File: src/rtl/mru_pkg.sv
// mru_pkg: shared types and helpers for the button MRU history blocks
package mru_pkg;
    localparam int MRU_NUM_BTN = 4;
    typedef logic [1:0] btn_id_t;
    typedef enum logic [1:0] {IDLE, SHOW, GAP, DONE} replay_state_t;
    function automatic logic [MRU_NUM_BTN-1:0] id2led(btn_id_t id);
        return MRU_NUM_BTN'(1) << id;
    endfunction
endpackage

File: src/rtl/mru_replay_if.sv
// mru_replay_if: button push / replay request side and LED/status side of mru_replay
interface mru_replay_if import mru_pkg::*; #(parameter int DEPTH = 3);
    logic push_valid;
    btn_id_t push_id;
    logic replay_req;
    logic busy;
    logic done;
    logic [$clog2(DEPTH+1)-1:0] count;
    logic [MRU_NUM_BTN-1:0] l;
    modport master (output push_valid, push_id, replay_req, input busy, done, count, l);
    modport slave (input push_valid, push_id, replay_req, output busy, done, count, l);
endinterface

File: src/rtl/mru_tick_gen.sv
// mru_tick_gen: free-running divider, one-cycle tick at count TICK_DIV-1 while enabled
module mru_tick_gen #(parameter int TICK_DIV = 25000000) (
    input  logic clk,
    input  logic rst,
    input  logic en,
    input  logic clr,
    output logic tick
);
    localparam int TW = $clog2(TICK_DIV);
    logic [TW-1:0] cnt;
    assign tick = en && cnt == TW'(TICK_DIV - 1);
    always_ff @(posedge clk or negedge rst)
        if (!rst) cnt <= '0;
        else if (clr) cnt <= '0;
        else if (en) cnt <= tick ? '0 : cnt + 1'b1;
endmodule

File: src/rtl/mru_replay.sv
// mru_replay: move-to-front button history shown on LEDs, with paced playback.
// Define MRU_REPLAY_LOOP_EN for looping playback stopped by a new replay_req edge.
module mru_replay import mru_pkg::*; #(
    parameter int DEPTH = 3,
    parameter int TICK_DIV = 25000000
) (
    input logic clk,
    input logic rst,
    mru_replay_if.slave bus
);
    localparam int CW = $clog2(DEPTH+1);
    localparam int IW = $clog2(DEPTH);
`ifdef MRU_REPLAY_LOOP_EN
    localparam bit LOOP = 1'b1;
`else
    localparam bit LOOP = 1'b0;
`endif
    replay_state_t state;
    btn_id_t ent [DEPTH];
    btn_id_t lst [DEPTH];
    logic [DEPTH-1:0] vld, lvld;
    logic [CW-1:0] cnt, lcnt;
    logic [IW-1:0] idx, nidx;
    logic [MRU_NUM_BTN-1:0] idle_led, l_r;
    logic push_ok, hit, last, start, stop, tick, req_q, busy_r, done_r;
    // hit accumulates matches above slot i; slots at or above the match shift, below it stay
    always_comb begin
        push_ok = bus.push_valid && state == IDLE;
        hit = 1'b0;
        lst = ent;
        lvld = vld;
        for (int i = 1; i < DEPTH; i++) begin
            hit = hit | (vld[i-1] && ent[i-1] == bus.push_id);
            lst[i] = (push_ok && !hit) ? ent[i-1] : ent[i];
            lvld[i] = (push_ok && !hit) ? vld[i-1] : vld[i];
        end
        hit = hit | (vld[DEPTH-1] && ent[DEPTH-1] == bus.push_id);
        lst[0] = push_ok ? bus.push_id : ent[0];
        lvld[0] = push_ok | vld[0];
        lcnt = (!push_ok || hit || cnt == CW'(DEPTH)) ? cnt : cnt + 1'b1;
        idle_led = '0;
        for (int i = 0; i < DEPTH; i++) idle_led = idle_led | (lvld[i] ? id2led(lst[i]) : '0);
        last = CW'(idx) == cnt - 1'b1;
        nidx = last ? '0 : idx + 1'b1;
        start = state == IDLE && bus.replay_req && lcnt != '0;
        stop = LOOP && bus.replay_req && !req_q;
    end
    mru_tick_gen #(.TICK_DIV(TICK_DIV)) u_tick (
        .clk(clk), .rst(rst), .en(state != IDLE), .clr(start), .tick(tick)
    );
    always_ff @(posedge clk or negedge rst) begin
        if (!rst) begin
            state <= IDLE;
            for (int i = 0; i < DEPTH; i++) ent[i] <= '0;
            vld <= '0;
            cnt <= '0;
            idx <= '0;
            l_r <= '0;
            busy_r <= 1'b0;
            done_r <= 1'b0;
            req_q <= 1'b0;
        end else begin
            ent <= lst;
            vld <= lvld;
            cnt <= lcnt;
            req_q <= bus.replay_req;
            case (state)
                IDLE: begin
                    state <= !bus.replay_req ? IDLE : (lcnt != '0 ? SHOW : DONE);
                    idx <= '0;
                    l_r <= !bus.replay_req ? idle_led : (lcnt != '0 ? id2led(lst[0]) : '0);
                    busy_r <= bus.replay_req;
                    done_r <= bus.replay_req && lcnt == '0;
                end
                SHOW: begin
                    if (stop || (tick && last && !LOOP)) begin
                        state <= DONE;
                        done_r <= 1'b1;
                        l_r <= '0;
                    end else if (tick) begin
                        state <= GAP;
                        l_r <= '0;
                    end
                end
                GAP: begin
                    if (stop) begin
                        state <= DONE;
                        done_r <= 1'b1;
                    end else if (tick) begin
                        state <= SHOW;
                        idx <= nidx;
                        l_r <= id2led(ent[nidx]);
                    end
                end
                DONE: begin
                    state <= IDLE;
                    busy_r <= 1'b0;
                    done_r <= 1'b0;
                    l_r <= idle_led;
                end
            endcase
        end
    end
    assign bus.l = l_r;
    assign bus.busy = busy_r;
    assign bus.done = done_r;
    assign bus.count = cnt;
endmodule

File: src/flat_wrapper.sv
// flat-port wrapper written by rule: the top's interface ports become plain ports
module mru_replay_flat import mru_pkg::*;
#(
    parameter int DEPTH = 3,
    parameter int TICK_DIV = 25000000
)
  (clk, rst, bus_push_valid, bus_push_id, bus_replay_req, bus_busy, bus_done, bus_count, bus_l);
  mru_replay_if #(.DEPTH(DEPTH)) bus_i ();
  input logic clk;
  input logic rst;
  input wire logic [$bits(bus_i.push_valid)-1:0] bus_push_valid;
  input wire logic [$bits(bus_i.push_id)-1:0] bus_push_id;
  input wire logic [$bits(bus_i.replay_req)-1:0] bus_replay_req;
  output wire logic [$bits(bus_i.busy)-1:0] bus_busy;
  output wire logic [$bits(bus_i.done)-1:0] bus_done;
  output wire logic [$bits(bus_i.count)-1:0] bus_count;
  output wire logic [$bits(bus_i.l)-1:0] bus_l;
  assign bus_i.push_valid = bus_push_valid;
  assign bus_i.push_id = bus_push_id;
  assign bus_i.replay_req = bus_replay_req;
  assign bus_busy = bus_i.busy;
  assign bus_done = bus_i.done;
  assign bus_count = bus_i.count;
  assign bus_l = bus_i.l;
  mru_replay #(.DEPTH(DEPTH), .TICK_DIV(TICK_DIV)) u_core (.clk(clk), .rst(rst), .bus(bus_i));
endmodule
File: config.mk
export PLATFORM = sky130hd
export DESIGN_NAME = mru_replay_flat
export DESIGN_NICKNAME = d
export VERILOG_FILES = /design/src/rtl/mru_pkg.sv /design/src/rtl/mru_replay_if.sv /design/src/rtl/mru_tick_gen.sv /design/src/rtl/mru_replay.sv /design/src/flat_wrapper.sv
export SDC_FILE = /design/constraint.sdc
export NUM_CORES = 1
export LEC_CHECK = 0
export BUFFER_PORTS_ARGS = -buffer_cell sky130_fd_sc_hd__buf_4
export CAP_MARGIN = 5
export CORE_AREA = 2 2 78 80
export DETAILED_ROUTE_END_ITERATION = 16
export DIE_AREA = 0 0 80 82
export PLACE_DENSITY = 0.77
export SLEW_MARGIN = 10
export SYNTH_ARGS = -nofsm -noshare
export SYNTH_HDL_FRONTEND = slang
export SYNTH_SLANG_ARGS = --single-unit
File: constraint.sdc
create_clock -name clk -period 2.26 [get_ports clk]
set_clock_uncertainty 0.05 [all_clocks]
set_input_delay 0.452 -clock clk [delete_from_list [all_inputs] [get_ports clk]]
set_output_delay 0.452 -clock clk [all_outputs]
set_load 0.1 [all_outputs]
==> results.ini <==
[synthesis]
ys_ff_latch=46
dominantRegCellSynth=dfrtp_1
syn_area_per_cell_um2=8.78
synth_common_cells=dfrtp_1, nand2_1, nor2_1, o21ai_1, nand3_1
synth_top_area_share_pct=38.0
synth_top_family_by_area=simple AND/OR/NAND/NOR gates
synthCells=345
yosysWarnings=0
synth_xor_area_share_pct=3.10
syn_area_um2=3030
async_reset_ff_share_pct=100
synth.area.top_cells=dfrtp_1, o21ai_1, nand2_1
ys_seq_area_share_pct=38.0
synth_cell_types=54
yosysMostFrequentCell=dfrtp_1
synth_edf_count=0
synth_fp_nets=358
synth_compound_gate_area_share_pct=22.7
synthAdderAreaFrac_pct=2.89
synthMuxAreaShare_pct=4.42
synth_top_area_cell=dfrtp_1
synth-simple-area-share_pct=23.6

[clock_tree]
htree_levels=2
cts_buffer_depth=2
insertion_delay_ps=310
cts_tree=done
cts.hold.buffers_added=0
cts.sinks=46
cts_buffers=5
clkTransAtPathRegs_ps=100
cts_root_buf=clkbuf_8

[power]
leakage_nw=1.50
vdd_drop_max_uv=1240
power_mw=5.35
p_seq_share_pct=23.8
power_frac_comb_pct=66.2
p_switching_mw=2.63
switching_share_pct=49.2
pwr_density_cell_nw_per_um2=1460
p_int_mw=2.72
p_clk_share_pct=10.0

[detailed_routing]
finalWirelength_mm=7.68
viasPerCell=6.22
vias=2866
drt-pass1-iter-count=5
drc_errors=0
dr.first_iter.drc_count=207
routedWlPerCell_um=16.7
ant_nets=0

[worst_setup_path]
cp_data_arrival_time_ps=2330
end_kind=register
slowest_delay_ps=390
worstPathCellList=inv_2 > ha_4 > nor4_2 > nand4_1 > nor4_4 > buf_6 > o21bai_4 > a221oi_2 > a211oi_2
required_ps=2400
slowest_stage=nor4_4
criticalPathCategory=register to register
cp_num_buf_inv=2
crit_fanout=7
cp-start-kind=register
reg2reg_slack_ps=70
cp_top_family=simple AND/OR/NAND/NOR gates

[placed_design]
pre_cts_slack_ps=-101
place_area_um2=3390
gp_congestion=0.874
detailed_place_hpwl_mm=5.10
port-buffer-count=13
place_inst=449

[finish]
fillers=476
nets=398
final_cell_area_um2=3660
syn_to_final_growth_pct=20.8
fin_cells=461
diodes=0
drive_gt1_share_pct=27.2

[min_path]
hold_class=primary input to asynchronous set/reset pin

[grt]
top_usage_layer=met2
grt_pass1_wl_mm=12.4
grtUsageMet1_pct=30.4
grt_antenna_before_repair=0
track_usage_pct=23.8
grt_max_degree=47
grt_util_met3_pct=3.63
grt_pass1_vias=2674
overflow=0
grt_use_met2_pct=41.2

[die]
ios=14
die_w_um=80
start_util_pct=52.7
die_h_um=82
dieArea_um2=6560
num_rows=28
core-area_um2=5750

[sta]
tightest_slew_ps=610
fin_crit_ps=2190
finalCritPeriodShare_pct=97.0
fmax_ghz=0.456
max-slew-margin-rel_pct=59.3
finalSetupTns_ps=0
slew_viol_final=0
fin_ws_ps=68.5
setup_viol=0
hold_viol=0

[job]
drv_cap=0

[status]
status=complete, no violations

==> timing repair <==
action,4_1_cts,5_1_grt
setup buffers,1,2
pin swaps,4,12
resized for setup,4,25
gates cloned,0,1
endpoints found under the setup margin,17,33
==> logic make-up after synthesis <==
group | after synthesis
AND/OR/NAND/NOR | 136
AO/OA/AOI/OAI | 108
flip-flops | 46
buffers and inverters | 27
multiplexers | 12
XOR/XNOR | 9
adder cells (fa/ha/maj) | 7
==> flip-flops by register name (all words and copies together) (netlist names) <==
name / cells
u_core.u_tick.cnt: 25
u_core.ent: 6
u_core.bus.l: 4
u_core.vld: 3
u_core.bus.count: 2
u_core.idx: 2
u_core.state: 2
u_core.bus.busy: 1
u_core.bus.done: 1
==> per-layer routing <==
metal	part of all wire [%]	routed length, um	up-vias
met5	0	0	-
met4	1.9	149	0
met3	6.2	476	16
met2	49	3760	124
met1	43	3290	1371
li1	-	-	1355
==> area by class of cell <==
| type | count | area [um^2] | share of cell area, % |
|---|---|---|---|
| clock buffers | 5 | 68.8 | 1.88 |
| clock inverters | 3 | 23.8 | 0.650 |
| inverters | 6 | 22.5 | 0.616 |
| multi-input cells | 272 | 1840 | 50.4 |
| flip-flops and latches | 46 | 1160 | 31.7 |
| well taps | 75 | 93.8 | 2.56 |
| repair buffers | 54 | 447 | 12.2 |
==> metrics by stage <==
stage / utilization [%] / hold WS [ps]
after floorplan: - / 106
after global placement: 59.1 / 404
after detailed placement: 59.1 / 417
after CTS: 61.1 / 121
after global routing: 63.7 / 141
final: 63.7 / 97.8
==> worst paths after layout <==
path / endpoint / from / cells after the start
worst max-delay path: u_core.bus.l[3]$_DFFE_PN0P_ / u_core.state[0]$_DFFE_PN0P_ / 9
worst min-delay path: u_core.u_tick.cnt[12]$_DFFE_PN0P_ / rst / 1
worst max register to register: u_core.bus.l[3]$_DFFE_PN0P_ / u_core.state[0]$_DFFE_PN0P_ / 9
worst min register to register: u_core.u_tick.cnt[22]$_DFFE_PN0P_ / u_core.u_tick.cnt[22]$_DFFE_PN0P_ / 1
max in group asynchronous: u_core.bus.count[1]$_DFF_PN0_ / rst / 1
min in group clk: u_core.ent[4]$_DFF_PN0_ / bus_push_id[0] / 3
==> layout by cell type, fill, tap and decap left out, drive strengths merged, types with 3 or more instances in the layout <==
| master | instances |
|---|---|
| a31oi | 12 |
| o31ai | 7 |
| nor2 | 27 |
| and3 | 4 |
| ha | 7 |
| clkbuf | 6 |
| nand3 | 22 |
| inv | 7 |
| nand2b | 7 |
| nand2 | 35 |
| a22oi | 5 |
| a221oi | 4 |
| mux2 | 11 |
| nor3b | 5 |
| and2 | 7 |
| xnor2 | 9 |
| nor3 | 6 |
| buf | 53 |
| o21ai | 40 |
| a21oi | 19 |
| nand4 | 11 |
| dfrtp | 46 |
| o41ai | 3 |
| o211ai | 3 |
| a211oi | 3 |
==> power groups by stage <==
stage / Combinational, mW / Clock [mW] / Sequential [mW]
after floorplan: 1.81 / 0 / 1.77
after global placement: 3.08 / 0 / 1.27
after detailed placement: 3.15 / 0 / 1.27
after CTS: 3.21 / 0.542 / 1.26
after global routing: 3.80 / 0.575 / 1.30
final: 3.54 / 0.536 / 1.27
==> worst reg2reg max path, stage by stage, from the launching register on <==
cell,delay [ps]
dfrtp_1,370
inv_2,60
ha_4,170
nor4_2,190
nand4_1,200
nor4_4,390
buf_6,180
o21bai_4,80
a221oi_2,320
a211oi_2,60
Note: power is estimated with default switching activity, not from simulation.
